File: config.mk
export PLATFORM = sky130hd
export DESIGN_NAME = uart_tx_fifo
export DESIGN_NICKNAME = d
export VERILOG_FILES = /design/src/rtl/uart_tx_fifo.sv
export SDC_FILE = /design/constraint.sdc
export NUM_CORES = 1
export LEC_CHECK = 0
export BUFFER_PORTS_ARGS = -buffer_cell sky130_fd_sc_hd__buf_4
export CORE_MARGIN = 2
export CORE_UTILIZATION = 40
export DETAILED_ROUTE_END_ITERATION = 16
export GPL_TIMING_DRIVEN = 0
export SYNTH_ARGS = -nofsm -noshare
export SYNTH_HDL_FRONTEND = slang
export SYNTH_SLANG_ARGS = --single-unit
export TNS_END_PERCENT = 30
File: constraint.sdc
create_clock -name clk -period 2.7 [get_ports clk]
set_clock_uncertainty 0.1 [all_clocks]
set_input_delay 0.27 -clock clk [delete_from_list [all_inputs] [get_ports clk]]
set_output_delay 0.27 -clock clk [all_outputs]
set_load 0.01 [all_outputs]
File: src/rtl/uart_tx_fifo.sv
// uart_tx_fifo: bus-written byte FIFO feeding an 8N1 serial transmitter (8E1 when UART_TX_PARITY_EN is defined).
// Latency: byte written at edge E0 is popped at E0+1 with the start bit low from then; frame = 10*CLK_DIV (+CLK_DIV parity) + 1 idle clock.
// Backpressure: none toward the bus; a write into a full FIFO (with no same-edge pop) is dropped and sets sticky overflow.
module uart_tx_fifo #(
    parameter int CLK_DIV    = 434,
    parameter int FIFO_DEPTH = 16
) (
    input  logic        clk,
    input  logic        reset,
    input  logic        wen,
    input  logic        ren,
    input  logic [1:0]  address,
    input  logic [31:0] data_in,
    output logic [31:0] data_out,
    output logic        uart_tx
);
    // FIFO_DEPTH must be a power of two so the pointers wrap for free.
    localparam int AW = $clog2(FIFO_DEPTH);
    // A divider of 1 still needs a one-bit counter that simply stays at 0.
    localparam int BW = (CLK_DIV > 1) ? $clog2(CLK_DIV) : 1;

    localparam logic [BW-1:0] BAUD_RELOAD = BW'(CLK_DIV - 1);
    localparam logic [BW-1:0] BAUD_ONE    = BW'(1);
    localparam logic [AW-1:0] PTR_ONE     = AW'(1);
    localparam logic [AW:0]   CNT_ONE     = (AW + 1)'(1);
    localparam logic [AW:0]   CNT_FULL    = (AW + 1)'(FIFO_DEPTH);

    typedef enum logic [2:0] {
        ST_IDLE,
        ST_START,
        ST_DATA,
        ST_PARITY,
        ST_STOP
    } state_t;

    logic [7:0]    mem [FIFO_DEPTH];
    logic [AW-1:0] wr_ptr;
    logic [AW-1:0] rd_ptr;
    logic [AW:0]   count;
    logic          overflow;

    state_t        state;
    logic [BW-1:0] baud_cnt;
    logic [2:0]    bit_cnt;
    logic [7:0]    shreg;
`ifdef UART_TX_PARITY_EN
    logic          par_bit;
`endif

    logic       full;
    logic       empty;
    logic       busy;
    logic       push_req;
    logic       push;
    logic       pop;
    logic       drop;
    logic       status_rd;
    logic [7:0] head;
    logic [7:0] count_lo;
    logic       unused_data_hi;

    assign full      = (count == CNT_FULL);
    assign empty     = (count == '0);
    assign busy      = (state != ST_IDLE) || !empty;
    assign head      = mem[rd_ptr];
    assign count_lo  = 8'(count);

    // The transmitter pops whenever it sits idle with data waiting.
    assign pop       = (state == ST_IDLE) && !empty;
    // A full FIFO still takes a write if the head leaves on the same edge.
    assign push_req  = wen && (address == 2'd0);
    assign push      = push_req && (!full || pop);
    assign drop      = push_req && !push;
    assign status_rd = ren && (address == 2'd0);

    // Only the low byte of a write carries data.
    assign unused_data_hi = ^data_in[31:8];

    // Storage array: written on accepted pushes, no reset needed.
    always_ff @(posedge clk) begin
        if (push) begin
            mem[wr_ptr] <= data_in[7:0];
        end
    end

    // Pointer and occupancy tracking; push and pop together leave count unchanged.
    always_ff @(posedge clk or posedge reset) begin
        if (reset) begin
            wr_ptr <= '0;
            rd_ptr <= '0;
            count  <= '0;
        end else begin
            if (push) begin
                wr_ptr <= wr_ptr + PTR_ONE;
            end
            if (pop) begin
                rd_ptr <= rd_ptr + PTR_ONE;
            end
            if (push && !pop) begin
                count <= count + CNT_ONE;
            end else if (pop && !push) begin
                count <= count - CNT_ONE;
            end
        end
    end

    // Sticky overflow: a drop on the same edge as a status read wins.
    always_ff @(posedge clk or posedge reset) begin
        if (reset) begin
            overflow <= 1'b0;
        end else if (drop) begin
            overflow <= 1'b1;
        end else if (status_rd) begin
            overflow <= 1'b0;
        end
    end

    // Register read mux; returns zero whenever the block is not selected for read.
    always_comb begin
        data_out = '0;
        if (ren) begin
            case (address)
                2'd0:    data_out = {28'b0, overflow, busy, full, empty};
                2'd1:    data_out = {24'b0, count_lo};
                default: data_out = '0;
            endcase
        end
    end

    // Transmit FSM: each state holds its line level for CLK_DIV clocks, the baud
    // counter reloads on every state or bit entry, and uart_tx is registered so
    // reset drives the line high asynchronously.
    always_ff @(posedge clk or posedge reset) begin
        if (reset) begin
            state    <= ST_IDLE;
            baud_cnt <= '0;
            bit_cnt  <= '0;
            shreg    <= '0;
            uart_tx  <= 1'b1;
`ifdef UART_TX_PARITY_EN
            par_bit  <= 1'b0;
`endif
        end else begin
            case (state)
                ST_IDLE: begin
                    uart_tx <= 1'b1;
                    if (!empty) begin
                        shreg    <= head;
`ifdef UART_TX_PARITY_EN
                        par_bit  <= ^head;
`endif
                        baud_cnt <= BAUD_RELOAD;
                        uart_tx  <= 1'b0;
                        state    <= ST_START;
                    end
                end
                ST_START: begin
                    if (baud_cnt == '0) begin
                        baud_cnt <= BAUD_RELOAD;
                        bit_cnt  <= '0;
                        uart_tx  <= shreg[0];
                        state    <= ST_DATA;
                    end else begin
                        baud_cnt <= baud_cnt - BAUD_ONE;
                    end
                end
                ST_DATA: begin
                    if (baud_cnt == '0) begin
                        baud_cnt <= BAUD_RELOAD;
                        if (bit_cnt == 3'd7) begin
`ifdef UART_TX_PARITY_EN
                            uart_tx <= par_bit;
                            state   <= ST_PARITY;
`else
                            uart_tx <= 1'b1;
                            state   <= ST_STOP;
`endif
                        end else begin
                            shreg   <= {1'b0, shreg[7:1]};
                            uart_tx <= shreg[1];
                            bit_cnt <= bit_cnt + 3'd1;
                        end
                    end else begin
                        baud_cnt <= baud_cnt - BAUD_ONE;
                    end
                end
`ifdef UART_TX_PARITY_EN
                ST_PARITY: begin
                    if (baud_cnt == '0) begin
                        baud_cnt <= BAUD_RELOAD;
                        uart_tx  <= 1'b1;
                        state    <= ST_STOP;
                    end else begin
                        baud_cnt <= baud_cnt - BAUD_ONE;
                    end
                end
`endif
                ST_STOP: begin
                    uart_tx <= 1'b1;
                    if (baud_cnt == '0) begin
                        state <= ST_IDLE;
                    end else begin
                        baud_cnt <= baud_cnt - BAUD_ONE;
                    end
                end
                default: begin
                    uart_tx <= 1'b1;
                    state   <= ST_IDLE;
                end
            endcase
        end
    end

endmodule

-- Word level (Yosys, flattened, before mapping)
Memories as Yosys holds them, arrays and structs flattened.
Cells that the tools add are included.
- bits in writable memories: 128
- memories: 1
- register bits after elaboration: 38
- input port bits: 38
- memories (memory ; depth ; width ; read ports ; clocked after Yosys merged registers in ; wr ports ; line ; RTL):
    mem ; 16 ; 8 ; 1 ; 0 ; 1 ; 36 ; logic [7:0] mem [FIFO_DEPTH];
- eq/ne operators: 13
- multiplexer cells: 30
- $add $sub $neg: 6
- reduce and logical (&&, ||, !) cells: 29
- operators by type and width (operator ; number):
    $mux 9 ; 3
    $pmux 9 s3 ; 1
    $mux 8 ; 3
    $mux 3 ; 7
    $pmux 8 s2 ; 1
    $mux 5 ; 3
    $ne 2x2->1 const B ; 7
    $pmux 3 s4 ; 1
    $pmux 5 s2 ; 1
    $logic_not 9->1 ; 1
    $sub 9x1->9 const B ; 1
    $add 4x1->4 const B ; 2
    $mux 1 ; 8
    $reduce_and 4->1 ; 2
    $reduce_bool 2->1 ; 4
    $logic_and 1x1->1 ; 7
    $eq 3x3->1 const B ; 2
    $pmux 3 s2 ; 1
    $reduce_bool 3->1 ; 2
    $add 5x1->5 const B ; 1
    $eq 5x5->1 const B ; 1
    $logic_not 5->1 ; 1
    $reduce_and 5->1 ; 1
    $sub 5x1->5 const B ; 1
    other kinds (12) ; 16

-- Depth between registers and ports, before layout
- depth after elaboration: 9
- gate-level depth with buffers: 13

-- Worst setup path before layout
OpenSTA, ideal clock, no wires.
- path kind: register -> register
- start: register count[0]
- end: register count[4]
- cell stages (with the launch flop): 13
- path slack: -0.295 ns
- buffers on the path: 1
- setup time: 0.123 ns
- data arrival time: 2.772 ns
- cells stage by stage: dfrtp_1 -> nor4_1 -> a21oi_1 -> clkbuf_1 -> inv_1 -> ha_1 -> inv_1 -> fa_1 -> a21o_1 -> a21oi_1 -> xnor2_1 -> nor2_1 -> xnor2_1
- longest elaborated chain between the ends: 8
- RTL lines (what ; line ; RTL):
    start, declared ; 39 ; logic [AW:0] count;
    start signal, assigned ; 100 ; count <= count + CNT_ONE;
    start signal, assigned ; 102 ; count <= count - CNT_ONE;
    parallel branches: the longest is 8 deep, another holds $sub 5x1->5 ; -- ;
Several ways; the timed one is not identified. The select of a mux whose other input is x is not followed.
A chain may end at the register's enable or synchronous reset.

-- Worst setup path in the final report
- start: register count[1]
- end: register count[4]
The elaborated chain is that of the path after synthesis.

==> metrics <==
post-synthesis cell type count=56; ANT cells=0; asr flop ratio synth=0.2289; main area contributors after synthesis=edfxtp_1 52%, dfrtp_1 13%, mux4_2 7.6%; Slew Limit Fails=0; Yosys reg bits=166; Period Utilization, post-route=0.9736; Peak supply drop=0.4537 mV; Fin. Hold Viols=0; Post-synth top flop=edfxtp_1; Final Net Count=630; WHS=0.03995 ns; setup tns final=0 ns; GR met2 Demand/Resource=0.2521; Via density=5.171; Buffers on Ports=18; area delta synth->final=16.67%; Die Footprint=19510 sq um; status=completed; leading area contributor after synthesis=edfxtp_1; area share of the largest cell type after synthesis=0.5220; Final Non-Filler Cells=820; WL final=15030 um; sw frac=0.2513; post-route minimum period=2.629 ns; Commonest cells post-synth=128 x edfxtp_1, 37 x dfrtp_1, 36 x nand2_1; Vias=4240; clock sink count=166; # fillers=1612; Crit Path Class=flip-flop to flip-flop; Initial Utilization=0.4085; placed cell area=7931 sq um; MaxCap Viol Count=0; IO Count=71; CTS root buf=clkbuf_16; Setup Viol. Count Final=0; clock power share=0.373; dpl hpwl=10020 um; Die X=139.7 um; Gate power share=0.113; vias in the first global route=4256; Core Area=18020 sq um; initial DRC count=328; DR WL/cell=18.33 um; # placed instances=778; first-pass GRT wire length=23540 um; Post-synth EDFFs=128; Power Dens Cells=678.9 nW/um^2; worst slew pin tran=1.031 ns; # DRC=0; Total GRT Usage=0.1614; endpoint class of the critical path=flip-flop; First-pass DRT Iterations=4; RSZ-0062 raised after global routing=yes; CP arrival=2.84 ns; Psw=1.466 mW; HP Class=primary input to flip-flop; Num CTS Buffers=17; CP startpoint kind=flip-flop; Max stage delay on crit path=0.44 ns; initial antenna violation count=0; clk buf depth=2; GRT busiest layer=met2; top-count cell post-synth=edfxtp_1; Slew HR=0.3108; final worst setup slack=0.07134 ns; ANT nets after route=0; synth warn=0; GRT met1 Usage=0.2208; H-tree Lvls=4; largest net degree at the start of global routing=39; slowest CP cell=dfrtp_2; Flop pwr share=0.514; post-synthesis cell count=505; Max Clock Freq=380.4 MHz; Internal=4.366 mW; pre-CTS WS=-0.2680 ns; CP max FO=4; sequential share of the synthesized area=0.6513; LEAKAGE=3.203 nW; CTS tree=built; WP data required=2.91 ns; row count=49; GRT overflow=0; die height=139.7 um; CP Cell Sequence=nor4_4 > buf_4 > a21oi_4 > clkbuf_8 > inv_2 > ha_4 > inv_2 > fa_2 > a21o_1 > a21oi_2 > xnor2_1 > nor2_1 > xnor2_1; post-route cell area=8591 sq um; Mean Syn Cell Area=14.58 sq um; synthesized cell area=7363 sq um; share of layout cells above drive strength 1=0.2640; CTS clk-pin slew, worst paths=0.06 ns; M3 GR Usage=0.03889; clock latency on the worst-skew pair=0.43 ns; RePlAce Congestion=0.7783
-- worst paths after layout --
kind                       slack (ns)     start   endpoint  cells after the start
min in group asynchronous        0.47     reset  wr_ptr[1]                      3
max reg2reg                      0.07  count[1]   count[4]                     13
min reg2reg                      0.39  shreg[2]   shreg[2]                      2
min                              0.04       wen   overflow                      3
max                              0.07  count[1]   count[4]                     13
max in group asynchronous        1.43     reset   state[0]                      3
-- layout make-up --
class / instances / area [sq um] / area share
Buffer: 48 / 317.8 / 0.03699
Tap cell: 229 / 286.5 / 0.03335
Clock buffer: 19 / 432.9 / 0.05039
Timing Repair Buffer: 29 / 220.2 / 0.02563
Clock inverter: 13 / 97.59 / 0.01136
Inverter: 16 / 60.06 / 0.006991
Sequential cell: 166 / 4800 / 0.5587
Multi-Input combinational cell: 300 / 2376 / 0.2766
-- stage by stage --
| step | utilization | power [mW] |
|---|---|---|
| finish | 0.4766 | 5.832 |
| detailed placement | 0.4400 | 3.621 |
| CTS | 0.4723 | 5.798 |
| global route | 0.4766 | 6.071 |
| global placement | 0.4400 | 3.586 |
| floorplan | - | 3.421 |
-- routing by layer --
metal  vias to the layer above  part of all wire  wire length, um
li1                       2005                 -                -
met1                      2108              0.46             6850
met2                       108              0.47             7133
met3                        19             0.051              770
met4                         0             0.018              277
met5                         -                 0                0
-- critical path, delay by kind of cell, from the launching register on --
kind            cells  cell delay [ns]
fa+ha+maj           2             0.50
compound gates      3             0.37
buf+inv             4             0.47
flops               1             0.44
simple gates        2             0.36
xor+xnor            2             0.26
-- kinds of logic (layout without fill, tap and decap cells) --
kind of cell             Yosys count  count (layout)  synth area share
multiplexers                      42              42            0.1011
AO/OA/AOI/OAI                     79              79           0.06967
other                              1              27         0.0005093
XOR/XNOR                          12              12           0.01427
flip-flops                       166             166            0.6513
buffers and inverters             65             125           0.04928
adder cells (fa/ha/maj)           14              14           0.02481
AND/OR/NAND/NOR                  126             126           0.08904
-- power by group through the flow --
stage	Clock [mW]	Combinational [mW]	Sequential, mW
floorplan	0	0.404	3.02
global placement	0	0.544	3.04
detailed placement	0	0.572	3.05
CTS	2.21	0.589	3.00
global route	2.32	0.740	3.01
finish	2.18	0.659	3.00
-- cells in the final DEF, fill, tap and decap left out, drive strengths merged, types with 5 or more instances in the layout --
| master | count |
|---|---|
| a211oi | 6 |
| a21o | 5 |
| a21oi | 14 |
| and2 | 12 |
| and3 | 8 |
| buf | 63 |
| clkbuf | 32 |
| clkinv | 6 |
| conb | 27 |
| dfrtp | 37 |
| edfxtp | 128 |
| ha | 13 |
| inv | 20 |
| mux2 | 6 |
| mux2i | 11 |
| mux4 | 25 |
| nand2 | 36 |
| nand3 | 7 |
| nor2 | 26 |
| nor2b | 6 |
| nor3 | 5 |
| nor3b | 5 |
| o21ai | 22 |
| o22ai | 14 |
| xnor2 | 9 |
-- flip-flops by register name, summed over array words and instances (netlist names) --
name / count
state: 3
overflow: 1
mem: 128
uart_tx: 1
rd_ptr: 4
baud_cnt: 9
bit_cnt: 3
shreg: 8
count: 5
wr_ptr: 4
-- repair_timing --
action | 4_1_cts | 5_1_grt
hold buffers | 1 | 0
setup endpoints to repair | 35 | 64
hold endpoints to repair | 37 | 0
buffers inserted | 4 | 6
gates resized for setup | 6 | 11
pin swaps | 0 | 3
cloned | 0 | 0
No activity file was read; power rests on OpenSTA's default activity.
